## src/rtl/pov_spi_rx.sv

```systemverilog
// SPI mode-0 responder that receives a player point-of-view frame from an MCU.
// The frame is held in a staging buffer and applied to raybox only on load_ok.
module pov_spi_rx #(
    parameter int VEC_W = 16,
    parameter int NVEC  = 6,
    parameter int ERRW  = 8
) (
    input  logic             clk,
    input  logic             reset,
    input  logic             spi_sclk,
    input  logic             spi_mosi,
    input  logic             spi_csb,
    input  logic             load_ok,
    output logic             write_new_position,
    output logic [VEC_W-1:0] new_playerX,
    output logic [VEC_W-1:0] new_playerY,
    output logic [VEC_W-1:0] new_facingX,
    output logic [VEC_W-1:0] new_facingY,
    output logic [VEC_W-1:0] new_vplaneX,
    output logic [VEC_W-1:0] new_vplaneY,
    output logic             pending,
    output logic             overrun,
    output logic [ERRW-1:0]  err_count
);

    localparam int FW = NVEC * VEC_W;
    localparam int CW = $clog2(FW + 2);
    localparam logic [CW-1:0] CNT_FULL = CW'(FW);
    localparam logic [CW-1:0] CNT_SAT  = CW'(FW + 1);

    typedef enum logic [1:0] {
        IDLE,
        SHIFT,
        CHECK
    } state_t;

    state_t          state_q, state_d;
    logic [2:0]      sclkSync_q;
    logic [2:0]      csbSync_q;
    logic [1:0]      mosiSync_q;
    logic [CW-1:0]   cnt_q, cnt_d;
    logic [FW-1:0]   shift_q, shift_d;
    logic [FW-1:0]   stage_q, stage_d;
    logic [FW-1:0]   pov_q, pov_d;
    logic            pending_q, pending_d;
    logic            overrun_q, overrun_d;
    logic            wnp_q, wnp_d;
    logic [ERRW-1:0] err_q, err_d;

    logic sclkRise, csbRise, csbFall, mosiBit;
    logic accept, reject, commit;

    // csb syncs reset low so a select already held low at release is not
    // mistaken for a fresh falling edge; the rest of that transfer is ignored.
    always_ff @(posedge clk or negedge reset) begin
        if (!reset) begin
            sclkSync_q <= '0;
            csbSync_q  <= '0;
            mosiSync_q <= '0;
        end else begin
            sclkSync_q <= {sclkSync_q[1:0], spi_sclk};
            csbSync_q  <= {csbSync_q[1:0], spi_csb};
            mosiSync_q <= {mosiSync_q[0], spi_mosi};
        end
    end

    assign sclkRise = sclkSync_q[1] & ~sclkSync_q[2];
    assign csbRise  = csbSync_q[1] & ~csbSync_q[2];
    assign csbFall  = ~csbSync_q[1] & csbSync_q[2];
    assign mosiBit  = mosiSync_q[1];

    always_ff @(posedge clk or negedge reset) begin
        if (!reset) begin
            state_q   <= IDLE;
            cnt_q     <= '0;
            shift_q   <= '0;
            stage_q   <= '0;
            pov_q     <= '0;
            pending_q <= 1'b0;
            overrun_q <= 1'b0;
            wnp_q     <= 1'b0;
            err_q     <= '0;
        end else begin
            state_q   <= state_d;
            cnt_q     <= cnt_d;
            shift_q   <= shift_d;
            stage_q   <= stage_d;
            pov_q     <= pov_d;
            pending_q <= pending_d;
            overrun_q <= overrun_d;
            wnp_q     <= wnp_d;
            err_q     <= err_d;
        end
    end

    always_comb begin
        state_d   = state_q;
        cnt_d     = cnt_q;
        shift_d   = shift_q;
        stage_d   = stage_q;
        pov_d     = pov_q;
        pending_d = pending_q;
        overrun_d = overrun_q;
        wnp_d     = 1'b0;
        err_d     = err_q;
        accept    = 1'b0;
        reject    = 1'b0;
        commit    = load_ok & pending_q;

        case (state_q)
            IDLE: begin
                if (csbFall) begin
                    cnt_d   = '0;
                    state_d = SHIFT;
                end
            end
            SHIFT: begin
                if (csbRise) begin
                    state_d = CHECK;
                end else if (csbFall) begin
                    cnt_d = '0;
                end else if (sclkRise) begin
                    shift_d = {shift_q[FW-2:0], mosiBit};
                    if (cnt_q != CNT_SAT) begin
                        cnt_d = cnt_q + CW'(1);
                    end
                end
            end
            CHECK: begin
                state_d = IDLE;
                if (cnt_q == CNT_FULL) begin
                    accept = 1'b1;
                end else begin
                    reject = 1'b1;
                end
            end
            default: state_d = IDLE;
        endcase

        // Commit reads the old staged frame, so an accept in the same cycle
        // simply becomes the next pending frame without counting as overrun.
        if (commit) begin
            pov_d     = stage_q;
            wnp_d     = 1'b1;
            pending_d = 1'b0;
        end
        if (accept) begin
            stage_d   = shift_q;
            pending_d = 1'b1;
            if (pending_q && !commit) begin
                overrun_d = 1'b1;
            end
        end
        if (reject && (err_q != '1)) begin
            err_d = err_q + ERRW'(1);
        end
    end

    assign write_new_position = wnp_q;
    assign pending            = pending_q;
    assign overrun            = overrun_q;
    assign err_count          = err_q;
    assign new_playerX        = pov_q[(NVEC-0)*VEC_W-1 -: VEC_W];
    assign new_playerY        = pov_q[(NVEC-1)*VEC_W-1 -: VEC_W];
    assign new_facingX        = pov_q[(NVEC-2)*VEC_W-1 -: VEC_W];
    assign new_facingY        = pov_q[(NVEC-3)*VEC_W-1 -: VEC_W];
    assign new_vplaneX        = pov_q[(NVEC-4)*VEC_W-1 -: VEC_W];
    assign new_vplaneY        = pov_q[(NVEC-5)*VEC_W-1 -: VEC_W];

endmodule
```

## config.mk

```make
export PLATFORM = sky130hd
export DESIGN_NAME = pov_spi_rx
export DESIGN_NICKNAME = d
export VERILOG_FILES = /design/src/rtl/pov_spi_rx.sv
export SDC_FILE = /design/constraint.sdc
export NUM_CORES = 1
export LEC_CHECK = 0
export ABC_AREA = 1
export CORE_MARGIN = 4
export CORE_UTILIZATION = 40
export DETAILED_ROUTE_END_ITERATION = 16
export PLACE_DENSITY_LB_ADDON = 0.1
export SYNTH_ARGS = -nofsm -noshare
export SYNTH_HDL_FRONTEND = slang
export SYNTH_SLANG_ARGS = --single-unit
```

## constraint.sdc

```tcl
create_clock -name clk -period 1.4 [get_ports clk]
set_clock_uncertainty 0.05 [all_clocks]
set_input_delay 0.28 -clock clk [delete_from_list [all_inputs] [get_ports clk]]
set_output_delay 0.28 -clock clk [all_outputs]
set_load 0.05 [all_outputs]
```

; ---- Word level (Yosys, flattened, before mapping)
; Cells that the tools add are included.
[classes]
addsub = 2
n_eq_ne = 10
muxes = 16
bitwise = 9
n_reduce_logical = 10
[op_table]
columns = operator, count
row1 = $mux 7, 5
row2 = $pmux 7 s2, 1
row3 = $add 8x1->8 const B, 1
row4 = $ne 8x8->1 const B, 1
row5 = $add 7x1->7 const B, 1
row6 = $eq 7x7->1 const B, 1
row7 = $mux 1, 7
row8 = $ne 7x7->1 const B, 1
row9 = $ne 2x2->1 const B, 3
row10 = $ne 3x3->1 const B, 2
row11 = $not 1->1, 5
row12 = $reduce_and 5->1, 1
row13 = $and 1x1->1, 4
row14 = $mux 2, 2
row15 = $pmux 2 s2, 1
row16 = $reduce_and 2->1, 2
row17 = $reduce_and 4->1, 1
row18 = $reduce_bool 2->1, 2
row19 = $eq 2x1->1 const B, 1
row20 = $eq 2x2->1 const B, 1
row21 = $logic_and 1x1->1, 2
row22 = $logic_not 2->1, 1
row23 = $logic_not 1->1, 1
[totals]
ff_bits = 316
inputBits = 6
out_inout_bits = 107
word_cells = 59

; ---- Depth between registers and ports, before layout
; Gate-level depths: netlist of the first run.
[logic_depth]
depth_word = 6
mapped_depth = 10
ltp_nobuf = 10

; ---- Least setup slack after synthesis of the first run
; OpenSTA, ideal clock, no wires.
[synth_timing]
path_type = register -> register
start = reg err_q[0] (netlist: err_count[0])
end = reg err_q[7] (netlist: err_count[7])
setup_time_ns = 0.066
arrival_ns = 1.824
required_ns = 1.284
slack_ns = -0.540
path_stages_with_launch = 10
n_path_buf = 1
period_less_slack_ns = 1.940
cell_sequence = dfrtp_1 -> ha_1 -> nand2_1 -> nor2_2 -> nand3_1 -> or2_0 -> buf_2 -> nand2_2 -> nand2_1 -> nand2_1
[synth_between]
elab_chain_len = 2
word_cells_on_any_way = 3
cone_classes = add/sub (1) / eq/ne (1) / reduce/logical (1)
[synth_lines]
columns = element, line_no
row1 = start: declaration, 48  ; logic [ERRW-1:0] err_q, err_d;
row2 = start signal: assignment, 92  ; err_q <= err_d;
row3 = branches (longest 2 deep; another with $add 8x1->8), n/a
; Several ways; the timed one is not identified.
; A chain may end at the register's enable or synchronous reset.

; ---- Worst setup path after layout of the first run
[layout_timing]
start = reg csbSync_q[2]
end = reg shift_q[67]
[layout_between]
elab_chain_len = 4
word_cells_on_any_way = 6
cone_classes = bitwise (5) / reduce/logical (1)
[layout_lines]
columns = element, line_no
row1 = start: declaration, 39  ; logic [2:0] csbSync_q;
row2 = start signal: assignment, 62  ; csbSync_q <= {csbSync_q[1:0], spi_csb};
row3 = $not 1->1, 68  ; assign csbRise = csbSync_q[1] & ~csbSync_q[2];
row4 = $and 1x1->1, 68
row5 = $not 1->1 (no source line), n/a
row6 = $reduce_and 4->1 (no source line) (*), n/a
row7 = end signal: assignment, 86  ; shift_q <= shift_d;
row8 = end: declaration, 42  ; logic [FW-1:0] shift_q, shift_d;
; Mark *: on every way between the ends. The rest lies on a longest branch, timed or not.

==> out/results.ini, run 1 <==
[outcome]
outcome = complete, but fails checks
failed_checks = setup timing

[power]
p_leak_nw = 8.70
ir_drop_v = 0.000810
power_density_nw_per_um2 = 1110
p_total_w = 0.0199

[final_layout]
finish.net_count = 1508
layout-drive-gt1-share = 0.348
num_antenna_cells = 0
syn_to_final_growth_pct = 45.7

[setup_path]
crit_type = flip-flop to flip-flop
critPathCaptureType = flip-flop
crit_arrival_ns = 1.94
critPathLaunchType = flip-flop
critPathRequiredTime_ns = 1.78
critPathMaxFanout = 9

[routing]
drcViolationCount = 0
routedWlPerCell_um = 14.0
avgViaCountPerCell = 4.61
vias = 8813
routed_wl_um = 26900
antenna_left = 0
initialDrtViolationCount = 381
first_pass_iters = 4

[timing]
worst_hold_slack_ns = 0.164
min_period_over_period = 1.12
min_period_ns = 1.56
finalSetupViolations = 243
rsz0062_at_grt = yes
worstMarginPinSlew_ns = 0.313
finalHoldViolations = 0
clock.fmax_ghz = 0.640
drv_slew = 0
maxSlewHeadroom = 0.791
setup_ws_ns = -0.163

[synth]
yosysSeqAreaShare = 0.641
synth_cell_types = 27
syn_inst = 1294
syn_area_um2 = 12300
synth_area_per_cell_um2 = 9.54
syn_nets = 1306
yosys_register_bits = 316
ys_warn_count = 0

[place]
hpwl_um = 16700
gp_congestion = 0.751
port_buffers = 112
post-place-ws_ns = -0.182

[global_routing]
antenna_found_initial = 0
grt_use_total = 0.154
first_global_vias = 8898
overflow = 0
grt_pass1_wl_um = 43800
grt_start_max_net_pins = 77

[floorplanning]
dieHeight_um = 184
initial_core_util = 0.405
ios = 113
die_width_um = 184
coreArea_um2 = 30500
die_area_um2 = 33700
num_rows = 64

[clocking]
cts_tree = built
clock_sinks = 316
clockBufferDepth = 3
clk_latency_ns = 0.50
clk_pin_slew_ns = 0.06
cts-htree-levels = 2
numCtsBuffers = 35
root_buffer = clkbuf_16

[flow_run]
max-cap-violations = 0

[hold_path]
min-delay-path-class = primary input to flip-flop

## state kept, by name, summed over array words and instances (netlist names), 2 cells and up
register and flops:
mosiSync_q 2, cnt_q 7, stage_q 96, pov_q 96
sclkSync_q 3, shift_q 96, err_count 8, csbSync_q 3
state_q 2
## critical path, cell delays in order (launching register included)
cell       delay [ns]
dfrtp_1          0.38
ha_1             0.29
and3_4           0.18
buf_12           0.14
clkbuf_16        0.16
clkbuf_16        0.16
o21ai_1          0.13
## layer usage
metal	GRT usage	wire length [µm]	up-vias
met3	0.0283	1020	41
met1	0.220	12800	4238
met2	0.244	12500	120
met5	0	0	-
li1	-	-	4414
met4	0.0435	545	0
## worst paths after layout
check                                   start             to  slack, ns  cells after the start
worst max-delay path             csbSync_q[2]    shift_q[67]      -0.16                      6
worst min-delay path                 spi_mosi  mosiSync_q[0]       0.16                      1
worst max register to register   csbSync_q[2]    shift_q[67]      -0.16                      6
worst min register to register  mosiSync_q[0]  mosiSync_q[1]       0.30                      0
max in group asynchronous               reset      pov_q[40]       0.51                      3
min in group asynchronous               reset      pov_q[56]       0.20                      2
## stage by stage
stage / instance area [µm²] / setup TNS, ns / cells / utilization
after floorplan: 12700 / -8.04 / 1294 / -
after global placement: 15900 / -29.51 / 1824 / 0.521
after detailed placement: 15900 / -31.96 / 1824 / 0.521
after CTS: 17200 / -24.17 / 1894 / 0.563
after global routing: 18000 / -38.44 / 1912 / 0.589
final: 18000 / -19.80 / 1912 / 0.589
## placed cells by master (no fill, tap or decap), types with 3 or more instances in the layout
cell type,n
nand4_1,4
ha_1,3
dfrtp_2,6
o21ai_0,9
dfrtp_1,310
nand2_1,420
inv_1,111
clkbuf_1,13
nand2_2,105
buf_12,141
nand3_1,13
o21ai_1,77
xor2_1,3
clkbuf_16,45
nor2_4,3
buf_4,49
clkdlybuf4s50_1,4
buf_6,20
clkbuf_8,7
o21ai_2,107
nor2_1,14
nand3_2,3
nand2_4,17
ha_4,3
inv_2,7
## synth_stat cells
cell type	instances	area (µm²)
dfrtp_1	316	7910
buf_1	3	11.3
buf_6	14	158
o21ai_0	64	320
inv_2	5	18.8
clkbuf_1	21	78.8
a21oi_1	2	10.0
o22ai_1	1	6.26
buf_2	23	115
xor2_1	3	26.3
xnor2_1	2	17.5
nand3b_1	1	7.51
nand4_1	4	25.0
nand2_2	3	18.8
o21ai_1	66	330
buf_4	2	15.0
nor4_1	1	6.26
o21bai_1	2	15.0
inv_1	114	428
nand3_1	16	80.1
and3_1	1	6.26
or2_0	1	6.26
nor2_2	3	18.8
o21ai_2	63	552
ha_1	6	75.1
nor2_1	16	60.1
nand2_1	541	2030
## cells by family (layout without fill, tap and decap cells)
logic type      after synthesis  count (layout)  share of synthesized area
buf+inv                     182             404                     0.0668
flops                       316             316                      0.641
fa+ha+maj                     6               6                    0.00608
xor+xnor                      5               5                    0.00355
compound gates              198             198                     0.0999
simple gates                587             587                      0.183
## area by class of cell
type | count | area [µm²]
tap | 396 | 495
inverter | 119 | 448
timing repair buffer | 228 | 3770
clock inverter | 2 | 38.8
clock buffer | 55 | 1020
multi-input combinational | 796 | 4290
sequential | 316 | 7920
fill | 2591 | 12500
## repair_timing
action | CTS | global route
cloned | 1 | 14
resized for setup | 64 | 155
hold buffers | 1 | 0
pin swaps | 7 | 19
endpoints found under the setup margin | 312 | 316
hold endpoints to repair | 257 | 0
setup buffers | 14 | 4
## where the power goes
group          leakage, nW  internal (W)  switching (W)
Sequential            4.38       0.00928       0.000113
Combinational         3.81      0.000903       0.000995
Clock                0.516       0.00515        0.00346
Total                 8.70        0.0153        0.00457
Power figures use the tool's default switching activity.
==> inputs of run 2 (changes only) <==
CTS_BUF_LIST = sky130_fd_sc_hd__clkbuf_16   (was unset)
SLEW_MARGIN = 5   (was unset)
==> out/results.ini, run 2 (same netlist as run 1, synthesis figures left out) <==
[power]
power_density_nw_per_um2 = 1100
p_leak_nw = 8.47
p_int_w = 0.0148
pwr-share-seq = 0.486
clockPowerShare = 0.421
ir_drop_v = 0.000811
switching_power_w = 0.00451
switching_share = 0.234
p_total_w = 0.0193
share_comb_of_total_power = 0.094

[timing]
clock.fmax_ghz = 0.647
min_period_ns = 1.55
finalHoldViolations = 0
maxSlewHeadroom = 0.788
drv_slew = 0
finalSetupViolations = 228
worstMarginPinSlew_ns = 0.318
rsz0062_at_grt = yes
setup_ws_ns = -0.145
worst_hold_slack_ns = 0.168
min_period_over_period = 1.10

[flow_run]
max-cap-violations = 0

[setup_path]
critPathMaxFanout = 8
crit_type = flip-flop to flip-flop
critPathCaptureType = flip-flop
critPathLaunchType = flip-flop
timing.reg2reg.setup_slack_ns = -0.15
critPathRequiredTime_ns = 1.78
crit_arrival_ns = 1.93

[routing]
first_pass_iters = 4
initialDrtViolationCount = 448
vias = 8772
antenna_left = 0
avgViaCountPerCell = 4.60
routedWlPerCell_um = 13.8
routed_wl_um = 26400
drcViolationCount = 0

[floorplanning]
num_rows = 64
die_area_um2 = 33700
dieHeight_um = 184
initial_core_util = 0.405
ios = 113
die_width_um = 184
coreArea_um2 = 30500

[place]
gp_congestion = 0.751
dpl_cell_area_um2 = 15900
hpwl_um = 16700
port_buffers = 112

[global_routing]
first_global_vias = 8979
grt_start_max_net_pins = 51
grt_use_total = 0.158
overflow = 0
grt_pass1_wl_um = 44600
antenna_found_initial = 0

[final_layout]
multiInputGateArea_um2 = 4080
final_core_util = 0.575
fillers = 2637
num_antenna_cells = 0
reg_top3 = pov_q: 96 flops, shift_q: 96 flops, stage_q: 96 flops
seqCellArea_um2 = 7920
final_cell_mix = nand2_1 (448), dfrtp_1 (310), buf_12 (137)
fin_area_um2 = 17500
final_common_cell = nand2_1
syn_to_final_growth_pct = 42.2
layout-drive-gt1-share = 0.304
finish.net_count = 1501

[clocking]
clk_latency_ns = 0.50
clockBufferDepth = 3
cts_tree = built
clock_sinks = 316
clk_pin_slew_ns = 0.06
root_buffer = clkbuf_16
numCtsBuffers = 35
cts-htree-levels = 2

[outcome]
failed_checks = setup timing
outcome = complete, but fails checks

[hold_path]
min-delay-path-class = primary input to flip-flop

## run 2: cell types whose count changed in the layout (fill, tap and decap cells not counted), moves of 5 or more
cell and delta:
nand2_2 -20, clkbuf_1 -13, nand2_4 -8, clkinv_1 +7, clkbuf_16 -5, o21ai_1 +24
nand2_1 +28, clkbuf_8 -7, inv_1 +13, o21ai_2 -27
## run 2: stage by stage
stage	worst slack, ns	setup TNS (ns)	instances
2_1_floorplan	-0.308	-8.04	1294
3_3_place_gp	-0.142	-29.51	1824
3_5_place_dp	-0.182	-31.96	1824
4_1_cts	-0.149	-23.56	1898
5_1_grt	-0.222	-35.37	1905
6_report	-0.145	-14.83	1905
## run 2: power by group through the flow
stage / clock network (W) / logic, W / registers (W)
after floorplan: 0 / 0.000439 / 0.00971
after global placement: 0 / 0.00140 / 0.00952
after detailed placement: 0 / 0.00143 / 0.00953
after CTS: 0.00839 / 0.00169 / 0.00938
after global routing: 0.00880 / 0.00197 / 0.00939
final: 0.00812 / 0.00181 / 0.00938
## run 2: critical path, stage by stage (launching register included)
cell and delay [ns]:
dfrtp_2 0.40, ha_4 0.16, nand2_4 0.05, nor2_4 0.09, nand3_2 0.09, or2_4 0.25
buf_6 0.14, nand2_8 0.12, nand2_2 0.07, nand2_2 0.05
## run 2: final timing paths
| check | start | endpoint | depth (start not counted) |
|---|---|---|---|
| worst max-delay path | err_count[0] | err_count[0] | 9 |
| worst min-delay path | spi_mosi | mosiSync_q[0] | 1 |
| worst max register to register | err_count[0] | err_count[0] | 9 |
| worst min register to register | mosiSync_q[0] | mosiSync_q[1] | 0 |
| max in group asynchronous | reset | shift_q[32] | 3 |
| min in group asynchronous | reset | pov_q[56] | 2 |
## run 2: cell type report
cell class              instances  area share
flip-flops and latches        316       0.451
multi-input cells             796       0.232
repair buffers                221       0.206
clock buffers                  35      0.0499
well taps                     396      0.0282
inverters                     119      0.0255
clock inverters                22     0.00649
## run 2: routing by layer
metal  wire (µm)  track usage  vias to the layer above
met5           0            0                        -
met4         603       0.0429                        0
met3        1130       0.0283                       44
met1       12700        0.227                     4190
li1            -            -                     4398
met2       12000        0.249                      140
## run 2: what timing repair did
action / 4_1_cts / 5_1_grt
cloned: 4 / 6
gates resized for setup: 95 / 52
setup buffers: 15 / 1
setup endpoints to repair: 312 / 316
pin swaps: 6 / 18
hold buffers: 1 / 0
endpoints found under the hold margin: 257 / 0
==> inputs of run 3 (changes only) <==
clock period = 1.57 ns   (was 1.4 ns; I/O delays follow)
==> out/results.ini, run 3 (same netlist as run 1, synthesis figures left out) <==
[floorplanning]
coreArea_um2 = 30500
num_rows = 64
die_width_um = 184
initial_core_util = 0.405
dieHeight_um = 184
die_area_um2 = 33700
ios = 113

[setup_path]
crit_type = flip-flop to flip-flop
r2r_end = stage_q[64]
crit_path_end = stage_q[64]
critPathCaptureType = flip-flop
critPathRequiredTime_ns = 1.91
cp_cell_sequence = inv_2 -> ha_4 -> nand2_2 -> nor2_4 -> buf_12 -> nand2_8 -> buf_16 -> nand2_1 -> o21ai_2
crit_arrival_ns = 1.91
worstRegToRegCells = 9
critPathLaunchType = flip-flop
timing.reg2reg.setup_slack_ns = -0.004
max_stage_delay_ns = 0.40
critPathMaxFanout = 19
r2r_start = cnt_q[1]
crit_path_start = cnt_q[1]
critPathSlowestCell = dfrtp_1

[final_layout]
final_cell_mix = nand2_1 (514), dfrtp_1 (310), buf_12 (129)
reg_top3 = pov_q: 96 flops, shift_q: 96 flops, stage_q: 96 flops
layout-drive-gt1-share = 0.246
syn_to_final_growth_pct = 40.5
final_cell_count_no_fill = 1896
fin_area_um2 = 17300
final_common_cell = nand2_1
finish.net_count = 1485
num_antenna_cells = 0

[timing]
clock.fmax_ghz = 0.635
maxSlewHeadroom = 0.706
worstMarginPinSlew_ns = 0.441
rsz0062_at_grt = yes
setup_ws_ns = -0.00378
drv_slew = 0
finalHoldViolations = 0
min_period_over_period = 1.00
min_period_ns = 1.57
finalSetupViolations = 3

[power]
power_density_nw_per_um2 = 1020
p_leak_nw = 8.35
ir_drop_v = 0.000667
p_total_w = 0.0176

[global_routing]
overflow = 0
grt_start_max_net_pins = 75
antenna_found_initial = 0
grt_pass1_wl_um = 42200
first_global_vias = 8575
grt_use_total = 0.148

[routing]
antenna_left = 0
routedWlPerCell_um = 14.2
routed_wl_um = 27000
drcViolationCount = 0
first_pass_iters = 5
avgViaCountPerCell = 4.65
initialDrtViolationCount = 441
vias = 8817

[place]
hpwl_um = 15900
gp_congestion = 0.716
dp_cells = 1794
dpl_cell_area_um2 = 15400
port_buffers = 112

[clocking]
clk_pin_slew_ns = 0.06
root_buffer = clkbuf_16
numCtsBuffers = 36
clk_latency_ns = 0.50
cts-htree-levels = 2
clockBufferDepth = 3
cts_tree = built
clock_sinks = 316

[hold_path]
min-delay-path-class = primary input to flip-flop

[outcome]
failed_checks = setup timing
outcome = complete, but fails checks

[flow_run]
max-cap-violations = 0

[run 3: layer usage]
| layer | GRT usage | share of wire | up-vias | routed length, µm |
|---|---|---|---|---|
| li1 | - | - | 4393 | - |
| met1 | 0.208 | 0.47 | 4267 | 12600 |
| met2 | 0.240 | 0.48 | 126 | 13000 |
| met3 | 0.0279 | 0.035 | 31 | 942 |
| met4 | 0.0346 | 0.016 | 0 | 424 |
| met5 | 0 | 0 | - | 0 |
[run 3: worst min path at each step]
stage              from             to  slack, ns  depth (start not counted)
6_report        spi_csb   csbSync_q[0]       0.22                          1
5_1_grt        spi_sclk  sclkSync_q[0]       0.21                          1
4_1_cts         spi_csb   csbSync_q[0]       0.21                          1
3_5_place_dp      reset      pov_q[85]       0.22                          1
3_3_place_gp      reset      pov_q[85]       0.22                          1
2_1_floorplan     reset       cnt_q[0]      -0.03                          0
[run 3: stage by stage]
step	hold slack [ns]	util	TNS, ns	worst slack, ns
final	0.225	0.569	-0.00579	-0.00378
after global routing	0.213	0.569	-11.01	-0.120
after CTS	0.209	0.546	-0.0257	-0.0103
after detailed placement	0.218	0.506	-4.24	-0.0678
after global placement	0.218	0.506	-0.759	-0.0325
after floorplan	-0.0316	-	-1.01	-0.138
[run 3: what timing repair did]
| action | in CTS | in global routing |
|---|---|---|
| cloned | 0 | 19 |
| hold endpoints to repair | 27 | 0 |
| resized for setup | 6 | 95 |
| hold buffers | 1 | 0 |
| pin swaps | 3 | 10 |
| setup endpoints to repair | 137 | 184 |
| setup buffers | 7 | 13 |
[run 3: power by group]
part           internal, W  total (W)  switching, W
registers          0.00827    0.00836     0.0000895
clock network      0.00469    0.00786       0.00318
logic             0.000631    0.00141      0.000777
total               0.0136     0.0176       0.00404
[run 3: final cells by class]
| class | instances | area [µm²] |
|---|---|---|
| Sequential cell | 316 | 7920 |
| Fill cell | 2608 | 13200 |
| Multi-Input combinational cell | 797 | 3840 |
| Timing Repair Buffer | 203 | 3520 |
| Clock buffer | 38 | 951 |
| Inverter | 119 | 449 |
| Tap cell | 396 | 495 |
| Clock inverter | 27 | 174 |
[run 3: worst max-delay path, delay by kind of cell (launching register included)]
family          cells  cell delay, ns
compound gates      1            0.05
fa+ha+maj           1            0.13
buf+inv             3            0.42
flops               1            0.40
simple gates        4            0.39
